## config.mk

```make
export PLATFORM = sky130hd
export DESIGN_NAME = hazard_forward_ctrl
export DESIGN_NICKNAME = d
export VERILOG_FILES = /design/src/rtl/hazard_forward_ctrl.sv
export SDC_FILE = /design/constraint.sdc
export NUM_CORES = 1
export LEC_CHECK = 0
export CAP_MARGIN = 15
export CORE_UTILIZATION = 43
export DETAILED_ROUTE_END_ITERATION = 10
export PLACE_DENSITY_LB_ADDON = 0.05
export RECOVER_POWER = 100
export SKIP_CTS_REPAIR_TIMING = 1
export SYNTH_ARGS = -nofsm -noshare
export SYNTH_HDL_FRONTEND = slang
export SYNTH_SLANG_ARGS = --single-unit
```

## constraint.sdc

```tcl
create_clock -name clk -period 4.5 [get_ports clk]
set_input_delay 1.35 -clock clk [delete_from_list [all_inputs] [get_ports clk]]
set_output_delay 1.35 -clock clk [all_outputs]
set_load 0.01 [all_outputs]
```

## src/rtl/hazard_forward_ctrl.sv

```systemverilog
// hazard_forward_ctrl: registered hazard detection and operand-forwarding
// control. A shadow pipeline (EX and MEM entries) tracks the destination
// registers of in-flight instructions. Forwarding for the instruction in ID
// is resolved one cycle early, so the EX-stage operand muxes are driven
// from registered selects. A load-use hazard stalls ID for one cycle and
// puts a bubble into EX. A flush discards the instruction in ID.
//
// Optional build macro: STALL_CNT_EN adds a saturating 16-bit counter of
// load-use stall cycles. When the macro is undefined, stall_cnt is tied to 0.
module hazard_forward_ctrl #(
    parameter int ADDR_W     = 5,
    parameter int NUM_SRC    = 2,
    parameter int NO_FWD_REG = 31
) (
    input  logic                      clk,
    input  logic                      rst,
    input  logic                      id_valid,
    input  logic [NUM_SRC*ADDR_W-1:0] id_src,
    input  logic [ADDR_W-1:0]         id_dst,
    input  logic                      id_regwrite,
    input  logic                      id_memread,
    input  logic                      flush,
    output logic                      stall_id,
    output logic [NUM_SRC*2-1:0]      fwd_sel,
    output logic                      ex_bubble,
    output logic [15:0]               stall_cnt
);

    localparam logic [ADDR_W-1:0] NO_FWD = ADDR_W'(NO_FWD_REG);

    // Shadow EX entry
    logic              ex_vld_q, ex_vld_d;
    logic [ADDR_W-1:0] ex_dst_q, ex_dst_d;
    logic              ex_rw_q,  ex_rw_d;
    logic              ex_mr_q,  ex_mr_d;

    // Shadow MEM entry
    logic              mem_vld_q, mem_vld_d;
    logic [ADDR_W-1:0] mem_dst_q, mem_dst_d;
    logic              mem_rw_q,  mem_rw_d;

    logic [NUM_SRC*2-1:0] fwd_sel_q, fwd_sel_d;
    logic                 ex_bubble_q, ex_bubble_d;

    logic [NUM_SRC-1:0] match_ex;
    logic [NUM_SRC-1:0] match_mem;
    logic               load_use;
    logic               advance;

    // Compare each ID source against the EX and MEM producers. The excluded
    // register index never matches, so it can neither forward nor stall.
    always_comb begin
        match_ex  = '0;
        match_mem = '0;
        for (int i = 0; i < NUM_SRC; i++) begin
            match_ex[i]  = ex_vld_q && ex_rw_q && (ex_dst_q != NO_FWD) &&
                           (ex_dst_q == id_src[i*ADDR_W +: ADDR_W]);
            match_mem[i] = mem_vld_q && mem_rw_q && (mem_dst_q != NO_FWD) &&
                           (mem_dst_q == id_src[i*ADDR_W +: ADDR_W]);
        end
        load_use = ex_mr_q && (|match_ex);
        // Flush overrides stall: the instruction is being discarded anyway.
        stall_id = id_valid && !flush && load_use;
        advance  = !stall_id && !flush;
    end

    // Next-state for the shadow pipeline, bubble flag and forwarding selects
    always_comb begin
        ex_vld_d    = 1'b0;
        ex_dst_d    = id_dst;
        ex_rw_d     = id_regwrite;
        ex_mr_d     = id_memread;
        ex_bubble_d = 1'b1;
        fwd_sel_d   = '0;

        // The MEM entry always follows EX; nothing below ID ever halts.
        mem_vld_d = ex_vld_q;
        mem_dst_d = ex_dst_q;
        mem_rw_d  = ex_rw_q;

        if (advance) begin
            ex_vld_d    = id_valid;
            ex_bubble_d = !id_valid;
            // The current EX producer is in MEM next cycle, and the current
            // MEM producer is in WB. The younger producer (EX) wins.
            for (int i = 0; i < NUM_SRC; i++) begin
                if (match_ex[i]) begin
                    fwd_sel_d[i*2 +: 2] = 2'b10;
                end else if (match_mem[i]) begin
                    fwd_sel_d[i*2 +: 2] = 2'b01;
                end else begin
                    fwd_sel_d[i*2 +: 2] = 2'b00;
                end
            end
        end
    end

    // Control state: valid bits, bubble flag and selects, cleared on reset
    always_ff @(posedge clk) begin
        if (rst) begin
            ex_vld_q    <= 1'b0;
            mem_vld_q   <= 1'b0;
            fwd_sel_q   <= '0;
            ex_bubble_q <= 1'b0;
        end else begin
            ex_vld_q    <= ex_vld_d;
            mem_vld_q   <= mem_vld_d;
            fwd_sel_q   <= fwd_sel_d;
            ex_bubble_q <= ex_bubble_d;
        end
    end

    // Entry payload: only meaningful while the matching valid bit is set
    always_ff @(posedge clk) begin
        ex_dst_q  <= ex_dst_d;
        ex_rw_q   <= ex_rw_d;
        ex_mr_q   <= ex_mr_d;
        mem_dst_q <= mem_dst_d;
        mem_rw_q  <= mem_rw_d;
    end

    assign fwd_sel   = fwd_sel_q;
    assign ex_bubble = ex_bubble_q;

`ifdef STALL_CNT_EN
    logic [15:0] stall_cnt_q, stall_cnt_d;

    // Saturating count of load-use stall cycles
    always_comb begin
        stall_cnt_d = stall_cnt_q;
        if (stall_id && (stall_cnt_q != 16'hFFFF)) begin
            stall_cnt_d = stall_cnt_q + 16'd1;
        end
    end

    // Stall counter register
    always_ff @(posedge clk) begin
        if (rst) begin
            stall_cnt_q <= 16'd0;
        end else begin
            stall_cnt_q <= stall_cnt_d;
        end
    end

    assign stall_cnt = stall_cnt_q;
`else
    assign stall_cnt = 16'd0;
`endif

endmodule
```

# Word-level counts from Yosys, hierarchy flattened
# Cells that the tools add are included.
# W data, S select, Z words.
classes:
  n_div: 0
  mul: 0
  n_mux: 5
  n_reduce_logical: 19
  n_addsub: 0
  bitwise: 1
  n_shift: 0
  n_eq_ne: 6
  order_cmp: 0
op_table:
  columns: ["cell", "n"]
  rows:
  - ["$eq A5 B5 Y1", 4]
  - ["$logic_and A1 B1 Y1", 12]
  - ["$ne A5 B5 Y1 const B", 2]
  - ["$reduce_or A3 Y1", 2]
  - ["$mux W2", 2]
  - ["$reduce_or A2 Y1", 2]
  - ["$logic_not A1 Y1", 3]
  - ["$mux W1", 3]
  - ["$not A1 Y1", 1]
word_totals:
  regBits: 20
  wordCells: 42
  mem_count: 0
  output_inout_bits: 22
  latch_bits: 0
  input_bits: 21
  ramBits: 0
  romBits: 0

# Longest topological paths before layout
logic_depth:
  ltp_word: 10
  depth_mapped: 5
  ltp_nobuf: 5

# Worst setup path before layout
# No wires, ideal clock.
synth_timing:
  kind: "input to output"
  from: "input id_src[9]"
  to: "output stall_id"
  path_stages: 4
  n_path_buf: 0
  arrival_ns: 2.040
  required_time_ns: 3.150
  slack_ns: 1.110
  path_cell_list: "xnor2_1 > nand3_1 > nor3_4 > o21a_1"
synth_between:
  elab_chain_cells: 5
synth_lines:
  columns: ["item", "line", "source"]
  rows:
  - ["start, declared", "18", "input logic [NUM_SRC*ADDR_W-1:0] id_src,"]
  - ["$eq A5 B5 Y1", "57", "(ex_dst_q == id_src[i*ADDR_W +: ADDR_W]);"]
  - ["$logic_and A1 B1 Y1", "56", "match_ex[i] = ex_vld_q && ex_rw_q && (ex_dst_q != NO_FWD) &&"]
  - ["$reduce_or A2 Y1", "61", "load_use = ex_mr_q && (|match_ex);"]
  - ["$logic_and A1 B1 Y1", "61", null]
  - ["$logic_and A1 B1 Y1", "63", "stall_id = id_valid && !flush && load_use;"]
  - ["end, declared", "23", "output logic stall_id,"]
# Every way passes these cells.

# Final worst setup path
layout_timing:
  from: "input id_src[6]"
  to: "output stall_id"
# The elaborated chain is that of the path after synthesis.

==> results.tsv <==
metric	value	unit
number of buffers created by CTS	3	
initial antenna violation count	0	
P_leak	0.000511	uW
DR iter-0 viols	0	
die height	48.0	um
worst clock skew	0.00871	ns
Min Clock Period, post-route	4.39	ns
Syn Std Cell Area	908	um2
GPL Wtd Cong	0.759	
post-synth top area share	44.1	%
Crit. End Element	primary output	
Port Buf Inserts	26	
Worst Hold Class	flip-flop to flip-flop	
initial core utilization	45.8	%
Vias/cell	4.42	
Max-cap violations	0	
Area Growth Syn to Fin	32.6	%
CTS tree	built	
Routed WL	1410	um
final setup margin	0.111	ns
worst skew pair latency	0.30	ns
grt ovf	0	
#FFs+latches synth	20	
die area	2300	um2
CTS Root Cell	clkbuf_4	
status	complete, no violations	
setup violators final	0	
Synth area leader	dfxtp_1	
startpoint type of the worst setup path	primary input	
hold depth	0	
FP Rows	16	
Syn Area/Cell	10.8	um2
crit path DAT	3.04	ns
Total Neg Setup Slack	0	ns
Synth Instances	84	
Clock Path Buffers	2	
Post-DRT Antenna Nets	0	
Syn. warnings	0	
Synth area leaders	dfxtp_1 44%, buf_4 13%, xnor2_1 9.6%, xor2_1 9.6%, nor3_4 3.6%	
diode count	0	
CTS sink cnt	20	
number of distinct library cells after synthesis	21	
Final Cycle Share	97.5	%
CP Data Required Time	3.15	ns
pre-CTS setup slack	0.0729	ns
WL/cell	9.89	um
sequential area share after synthesis	44.1	%
core region area	1980	um2
Max Fclk	0.228	GHz
crit-path max FO	2	
largest net degree at the start of global routing	13	
layout cells sized above 1	7.83	%
unrepaired setup endpoints after global routing	false	
P per Cell Area	319	nW/um2
first-pass GRT wire length	2200	um
Slew Limit Fails	0	
Peak supply drop	255	uV
total number of vias	628	
io pins	43	
Die Span X	48.0	um
Final #Nets	137	
H-tree Lvls	1	
FF-to-FF path depth	6	
final hold violations	0	
dpl hpwl	1250	um
Setup CP Type	primary input to primary output	
Post-route DRC	0	
vias in the first global route	570	
first-pass iteration count of the detailed router	1	
gr usage total	14.5	%
clock slew seen by the registers of the worst setup and hold paths	0.11	ns
==> cells in the final DEF (no fill, tap or decap), types with 2 or more instances in the layout <==
| master | Yosys | routed |
|---|---|---|
| nor3_4 | 2 | 2 |
| nand4_1 | 2 | 2 |
| nand2_1 | 2 | 2 |
| clkdlybuf4s50_1 | 0 | 12 |
| and3_1 | 2 | 2 |
| clkbuf_4 | 0 | 3 |
| nand3_1 | 3 | 3 |
| dlygate4sd3_1 | 0 | 13 |
| xor2_1 | 10 | 10 |
| and4_1 | 2 | 2 |
| nor2b_1 | 3 | 3 |
| xnor2_1 | 10 | 10 |
| nor3_1 | 2 | 2 |
| dfxtp_1 | 20 | 20 |
| a221oi_1 | 2 | 2 |
| conb_1 | 1 | 16 |
==> layer usage <==
layer	track usage (%)	share of wire, %	vias to the layer above
met5	0	0	-
met4	6.67	1.6	0
met3	3.40	5.4	4
met2	26.8	52	30
met1	15.3	41	276
li1	-	-	318
==> path summary, 6_finish.rpt <==
path / start / endpoint / slack [ns]
worst max-delay path: id_src[6] / stall_id / 0.11
worst min-delay path: ex_rw_q$_DFF_P_ / mem_rw_q$_DFF_P_ / 0.37
worst max register to register: ex_dst_q[4]$_DFF_P_ / ex_vld_q$_SDFF_PP0_ / 2.93
worst min register to register: ex_rw_q$_DFF_P_ / mem_rw_q$_DFF_P_ / 0.37
==> per-stage QoR <==
| step | total power (uW) | instance area (um2) | util, % | hold slack, ns | instances |
|---|---|---|---|---|---|
| 2_1_floorplan | 233 | 965 | - | 0.331 | 99 |
| 3_3_place_gp | 249 | 1150 | 58.2 | 0.340 | 138 |
| 3_5_place_dp | 249 | 1150 | 58.2 | 0.352 | 138 |
| 4_1_cts | 392 | 1210 | 60.9 | 0.369 | 142 |
| 5_1_grt | 404 | 1200 | 60.8 | 0.377 | 142 |
| 6_report | 385 | 1200 | 60.8 | 0.367 | 142 |
==> synth_stat cells (all sizes together) <==
| master | n |
|---|---|
| a21oi | 1 |
| a221oi | 2 |
| a31oi | 2 |
| and3 | 2 |
| and3b | 1 |
| and4 | 2 |
| buf | 16 |
| conb | 1 |
| dfxtp | 20 |
| nand2 | 2 |
| nand3 | 3 |
| nand4 | 2 |
| nor2 | 1 |
| nor2b | 3 |
| nor3 | 4 |
| o211ai | 1 |
| o21a | 1 |
| xnor2 | 10 |
| xor2 | 10 |
==> cell families (layout without fill, tap and decap cells) <==
kind of cell | Yosys count | after routing | synth area share (%)
AOI/OAI and AO/OA | 7 | 7 | 7.71
xor gates and xnor gates | 20 | 20 | 19.3
buffers and inverters | 16 | 32 | 13.2
DFF | 20 | 20 | 44.1
other | 1 | 16 | 0.413
and+or+nand+nor | 20 | 20 | 15.3
==> worst max-delay path: stages <==
cell             delay, ns
clkdlybuf4s50_1       0.51
xnor2_1               0.14
nand3_1               0.15
nor3_4                0.21
o21a_1                0.15
clkdlybuf4s50_1       0.53
==> where the power goes <==
| group | switching [uW] | leakage (uW) | internal [uW] | total (uW) |
|---|---|---|---|---|
| clock network | 51.8 | 0.0000279 | 90.0 | 142 |
| logic | 24.1 | 0.000317 | 27.7 | 51.8 |
| registers | 6.67 | 0.000167 | 184 | 191 |
| total | 82.6 | 0.000511 | 302 | 385 |
==> final cells by class <==
cell class	count	area [um2]
Timing Repair Buffer	28	274
Sequential cell	20	400
Fill cell	182	777
Clock inverter	1	30.0
Clock buffer	3	22.5
Multi-Input combinational cell	63	444
Tap cell	27	33.8
(Power assumes the default switching activity.)
